===== config.mk =====
export PLATFORM = sky130hd
export DESIGN_NAME = pipe_hazard_ctrl
export DESIGN_NICKNAME = d
export VERILOG_FILES = /design/src/rtl/pipe_hazard_ctrl.sv
export SDC_FILE = /design/constraint.sdc
export NUM_CORES = 1
export LEC_CHECK = 0
export ABC_AREA = 1
export CAP_MARGIN = 0
export CELL_PAD_IN_SITES_DETAIL_PLACEMENT = 1
export CELL_PAD_IN_SITES_GLOBAL_PLACEMENT = 1
export CORE_MARGIN = 2
export CORE_UTILIZATION = 27
export CTS_BUF_LIST = sky130_fd_sc_hd__clkbuf_16
export DETAILED_ROUTE_END_ITERATION = 16
export HOLD_SLACK_MARGIN = 0.1
export PLACE_DENSITY_LB_ADDON = 0.15
export SYNTH_ARGS = -nofsm -noshare
export SYNTH_HDL_FRONTEND = slang
export SYNTH_SLANG_ARGS = --single-unit

===== constraint.sdc =====
create_clock -name clk -period 1.65 [get_ports clk]
set_input_delay 0.165 -clock clk [delete_from_list [all_inputs] [get_ports clk]]
set_output_delay 0.165 -clock clk [all_outputs]
set_load 0.01 [all_outputs]

===== src/rtl/pipe_hazard_ctrl.sv =====
// Purpose: hazard/sequencing control for the F/D, D/E, E/M, M/W pipeline registers plus MEM-stage wait-state FSM.
// Latency: stall/flush/forward/mem_req are combinational from state and inputs (zero added cycles).
// Backpressure: a data-memory access waiting on mem_ack freezes F..M and bubbles W until ack (or forever once timed out).
module pipe_hazard_ctrl #(
  parameter int TIMEOUT = 64,
  parameter int CNT_W   = 16
) (
  input  logic             clk,
  input  logic             reset,
  input  logic [3:0]       RA1D,
  input  logic [3:0]       RA2D,
  input  logic [3:0]       RA1E,
  input  logic [3:0]       RA2E,
  input  logic [3:0]       WA3E,
  input  logic [3:0]       WA3M,
  input  logic [3:0]       WA3W,
  input  logic             RegWriteE,
  input  logic             RegWriteM,
  input  logic             RegWriteW,
  input  logic             MemtoRegE,
  input  logic             MemAccessM,
  input  logic             BranchTakenE,
  input  logic             mem_ack,
  output logic [1:0]       ForwardAE,
  output logic [1:0]       ForwardBE,
  output logic             StallF,
  output logic             StallD,
  output logic             StallE,
  output logic             StallM,
  output logic             FlushD,
  output logic             FlushE,
  output logic             FlushW,
  output logic             mem_req,
  output logic             mem_err,
  output logic [CNT_W-1:0] stall_cycles
);

  // Wide enough to hold TIMEOUT-1, the last WAIT count before giving up.
  localparam int WCW = $clog2(TIMEOUT + 1);

  typedef enum logic [1:0] {
    S_IDLE = 2'd0,
    S_WAIT = 2'd1,
    S_ERR  = 2'd2
  } state_t;

  // R15 is the PC; it is never a forwarding or load-use dependency.
  localparam logic [3:0] PC_REG = 4'hF;

  state_t           r_state;
  state_t           w_state_nxt;
  logic [WCW-1:0]   r_wait_cnt;
  logic [WCW-1:0]   w_wait_cnt_nxt;
  logic [CNT_W-1:0] r_stall_cycles;

  logic             w_mem_stall;
  logic             w_mem_req;
  logic             w_ld_stall;
  logic             w_ld_act;
  logic             w_branch_act;
  logic [1:0]       w_fwd_a;
  logic [1:0]       w_fwd_b;

  // Forward select for one E-stage source: M stage is younger, so it wins over W.
  function automatic logic [1:0] fwd_sel(
    input logic [3:0] ra,
    input logic       rw_m,
    input logic [3:0] wa_m,
    input logic       rw_w,
    input logic [3:0] wa_w
  );
    logic [1:0] sel;
    sel = 2'b00;
    if (ra != PC_REG) begin
      if (rw_m && (ra == wa_m)) begin
        sel = 2'b10;
      end else if (rw_w && (ra == wa_w)) begin
        sel = 2'b01;
      end
    end
    return sel;
  endfunction

  // Memory wait-state FSM and wait counter registers.
  always_ff @(posedge clk) begin
    if (reset) begin
      r_state    <= S_IDLE;
      r_wait_cnt <= '0;
    end else begin
      r_state    <= w_state_nxt;
      r_wait_cnt <= w_wait_cnt_nxt;
    end
  end

  // Next-state, memory request and memory stall decode.
  always_comb begin
    w_state_nxt    = r_state;
    w_wait_cnt_nxt = r_wait_cnt;
    w_mem_stall    = 1'b0;
    w_mem_req      = 1'b0;
    case (r_state)
      S_IDLE: begin
        w_mem_req = MemAccessM;
        // An access acked in its first cycle never stalls the pipe.
        if (MemAccessM && !mem_ack) begin
          w_mem_stall    = 1'b1;
          w_state_nxt    = S_WAIT;
          w_wait_cnt_nxt = WCW'(1);
        end
      end
      S_WAIT: begin
        w_mem_req = 1'b1;
        if (mem_ack) begin
          // Ack releases the stall in the same cycle it arrives.
          w_state_nxt    = S_IDLE;
          w_wait_cnt_nxt = '0;
        end else begin
          w_mem_stall = 1'b1;
          if (r_wait_cnt == WCW'(TIMEOUT - 1)) begin
            w_state_nxt    = S_ERR;
            w_wait_cnt_nxt = '0;
          end else begin
            w_wait_cnt_nxt = r_wait_cnt + WCW'(1);
          end
        end
      end
      S_ERR: begin
        // Dead memory: keep the pipe frozen until reset, stop requesting.
        w_mem_stall = 1'b1;
      end
      default: begin
        w_state_nxt    = S_IDLE;
        w_wait_cnt_nxt = '0;
      end
    endcase
  end

  // Load-use, branch and forwarding decode.
  always_comb begin
    w_ld_stall = MemtoRegE && RegWriteE && (WA3E != PC_REG) &&
                 ((WA3E == RA1D) || (WA3E == RA2D));
    // A taken branch is held while memory stalls and acts on the release cycle.
    w_branch_act = BranchTakenE && !w_mem_stall;
    // The D instruction is wrong-path when a branch is taken, so no load-use stall then.
    w_ld_act     = w_ld_stall && !w_mem_stall && !BranchTakenE;
    w_fwd_a      = fwd_sel(RA1E, RegWriteM, WA3M, RegWriteW, WA3W);
    w_fwd_b      = fwd_sel(RA2E, RegWriteM, WA3M, RegWriteW, WA3W);
  end

  // Output drive; everything is held low during the reset cycle.
  always_comb begin
    ForwardAE    = 2'b00;
    ForwardBE    = 2'b00;
    StallF       = 1'b0;
    StallD       = 1'b0;
    StallE       = 1'b0;
    StallM       = 1'b0;
    FlushD       = 1'b0;
    FlushE       = 1'b0;
    FlushW       = 1'b0;
    mem_req      = 1'b0;
    mem_err      = 1'b0;
    stall_cycles = '0;
    if (!reset) begin
      ForwardAE    = w_fwd_a;
      ForwardBE    = w_fwd_b;
      StallF       = w_mem_stall || w_ld_act;
      StallD       = w_mem_stall || w_ld_act;
      StallE       = w_mem_stall;
      StallM       = w_mem_stall;
      // Flushing D/E during a memory stall would kill a held branch in E.
      FlushD       = w_branch_act;
      FlushE       = w_branch_act || w_ld_act;
      FlushW       = w_mem_stall;
      mem_req      = w_mem_req;
      mem_err      = (r_state == S_ERR);
      stall_cycles = r_stall_cycles;
    end
  end

  // Saturating count of memory-stall (StallM) cycles.
  always_ff @(posedge clk) begin
    if (reset) begin
      r_stall_cycles <= '0;
    end else if (w_mem_stall && (r_stall_cycles != {CNT_W{1'b1}})) begin
      r_stall_cycles <= r_stall_cycles + CNT_W'(1);
    end
  end

endmodule

==> impl_results.md, run 1 <==
- Number of iterations in the first detailed-routing pass: 4
- Vias per cell: 4.583
- Worst-path clk slew: 0.07 ns
- Cts bufs inserted: 3
- Starting Density: 28.06%
- Final worst-path setup slack: 0.02775 ns
- Slew HR: 83.30%
- Mapped Cells: 320
- Reg2reg path depth: 8
- DR iter-0 viols: 28
- Fill count: 931
- Ports: 66
- Post-route DRC: 0
- Hold-fix buffers, CTS: 0
- FMAX: 616.4 MHz
- Commonest non-fill, non-tap cell in the layout: nand2_1
- Synth warn: 0
- RePlAce Congestion: 0.7729
- Drt wl/cell: 12.32 µm
- Fin crit period: 1.622 ns
- Yosys cell types: 26
- GRT overflow: 0
- TNS Setup: 0 ns
- Total Routing Usage GR: 16.67%
- Fin area: 2989 µm²
- Largest net degree at the start of global routing: 33
- Die ar.: 7789 µm²
- Setup WS pre-CTS: -0.4293 ns
- Final Slew Violations: 0
- Seq/Total Area, Yosys: 26.11%
- Crit. End Element: output pin
- Worst slew pin tran: 0.2495 ns
- Worst-Skew Late Latency: 0.26 ns
- Vias in the first global route: 2360
- Die width: 88.26 µm
- RSZ-0062 raised after global routing: true
- CP startpoint: r_state[1]
- Hold WS: 0.4519 ns
- Worst path most repeated cell: nand3_2
- Non-Filler Instances: 511
- Power Dens Cells: 521.4 nW/µm²
- H-tree depth: 1
- Critical path launch point type: flop
- Area Growth Syn to Fin: 55.94%
- Crit path DAT: 1.46 ns
- Dpl cells: 505
- WHS Path Cells: 2
- Antenna cells: 0
- Critical path buffer and inverter count: 3
- Post-route ant nets: 0
- CTS tree: yes
- Nets: 455
- Die height: 88.26 µm
- Final setup fails: 0
- Worst path cell trace: inv_2 -> nand3_2 -> nand4_1 -> nor2_2 -> buf_4 -> nand3_2 -> nand2_1 -> buf_2
- Avg Inst Size Synth: 5.990 µm²
- Cell family with most CP delay: simple AND/OR/NAND/NOR gates
- Post-layout util: 43.75%
- Beginning of the worst hold path: r_wait_cnt[6]
- VDD IR max: 363.8 µV
- Clock buffer depth: 2
- Syn_nets: 359
- First-pass GRT wire length: 10360 µm
- HP Class: reg2reg
- Seq cells post-synth: 25
- HPWL after DPL: 5193 µm
- Leak: 1.313 nW
- Status: finished clean
- Fraction of layout cells with a size suffix above 1: 18.07%
- Hold violation count in the final report: 0
- Critical Path RT: 1.48 ns
- Worst-path maximum fanout: 3
- Number of max-cap violations: 0
- # clock sinks: 25
- Worst Clk Skew: 0.003298 ns
- Crit path largest cell delay: 0.35 ns
- Area after DPL: 2913 µm²
- Most frequent cells in the layout: nand2_1 (83), nor2_1 (54), inv_1 (38)
- Part of the cycle the worst path needs: 98.32%
- WP depth: 8
- Site row count: 30
- Via count: 2342
- R2R Path Start: r_stall_cycles[10]
- Placeable Area: 6832 µm²
- CP max-delay cell: dfxtp_2
- Design Power: 1.559 mW
- Initial antenna violation count: 0
- IO Port Bufs: 65
- Clk root buf: clkbuf_16
- Drt total wl: 6296 µm
- Mapped Area: 1917 µm²
- Critical path class: reg2out
## state kept, by name, summed over array words and instances, names as in the netlist
name	cells
r_stall_cycles	16
r_state	2
r_wait_cnt	7
## final timing paths
| path | end | slack, ns |
|---|---|---|
| worst min-delay path | r_wait_cnt[6] | 0.45 |
| worst min register to register | r_wait_cnt[6] | 0.45 |
| worst max-delay path | StallF | 0.03 |
| worst max register to register | r_stall_cycles[1] | 0.15 |
## Yosys cell counts
library cell | n | share of area, %
a211oi_1 | 2 | 0.78
o21ai_4 | 1 | 0.85
ha_1 | 2 | 1.3
nor2_2 | 1 | 0.33
buf_6 | 2 | 1.2
nor3_1 | 4 | 1.0
o21ai_0 | 14 | 3.7
nand3b_1 | 1 | 0.39
xnor2_1 | 11 | 5.0
o22ai_1 | 2 | 0.65
inv_2 | 1 | 0.20
inv_1 | 40 | 7.8
buf_1 | 1 | 0.20
a21oi_1 | 21 | 5.5
nand2_2 | 2 | 0.65
or2_2 | 2 | 0.65
a21oi_2 | 1 | 0.46
xor2_1 | 12 | 5.5
nand3_1 | 17 | 4.4
buf_4 | 3 | 1.2
nand2_1 | 84 | 16
dfxtp_1 | 25 | 26
nor2_1 | 56 | 11
clkbuf_1 | 3 | 0.59
mux2i_1 | 1 | 0.52
nand4_1 | 11 | 3.6
## power by group
group / switching, mW / internal [mW] / total (mW)
sequential: 0.00664 / 0.613 / 0.620
clock: 0.223 / 0.324 / 0.547
combinational: 0.184 / 0.208 / 0.392
total: 0.413 / 1.15 / 1.56
## logic make-up after synthesis
family | count (synthesis) | share of synthesized area [%]
buffers and inverters | 50 | 11.16
adder cells (fa/ha/maj) | 2 | 1.305
flip-flops | 25 | 26.11
AND/OR/NAND/NOR | 178 | 38.51
multiplexers | 1 | 0.5222
AO/OA/AOI/OAI | 41 | 11.88
XOR/XNOR | 23 | 10.51
## routing by layer
layer / vias up / wire length (µm) / GRT usage (%)
met1: 1098 / 3000 / 21.34
met3: 2 / 303 / 2.612
met4: 0 / 45 / 3.719
met2: 45 / 2945 / 29.53
met5: - / 0 / 0
li1: 1197 / - / -
## area by class of cell
type | count | area (µm²) | area share, %
timing repair buffer | 100 | 878.3 | 29.38
clock inverter | 1 | 3.754 | 0.1256
tap | 96 | 120.1 | 4.018
sequential | 25 | 503.0 | 16.83
inverter | 41 | 153.9 | 5.149
multi-input combinational | 245 | 1255 | 41.98
clock buffer | 3 | 75.07 | 2.512
## worst register-to-register path, stage by stage (launching register included)
cell and delay, ns:
dfxtp_1 0.43, nand2_1 0.12, nor2_1 0.15, nand2_1 0.11, o21ai_4 0.21, inv_2 0.09, buf_12 0.14, nor2_1 0.09
nor2_1 0.05
## timing repair
| action | in CTS | in global routing |
|---|---|---|
| pin swaps | 6 | 10 |
| gates cloned | 0 | 0 |
| endpoints found under the setup margin | 29 | 23 |
| setup buffers | 2 | 1 |
| gates resized for setup | 69 | 21 |
No activity file was read; power rests on OpenSTA's default activity.
==> run 2: changes to the inputs <==
- SLEW_MARGIN: unset -> 20
==> results of run 2 <==
No change in the layout: final DEF, timing and power equal those of run 1.
==> run 3: changes to the inputs <==
- SLEW_MARGIN: 20 -> unset
==> results of run 3 <==
No change in the layout: final DEF, timing and power equal those of run 1.
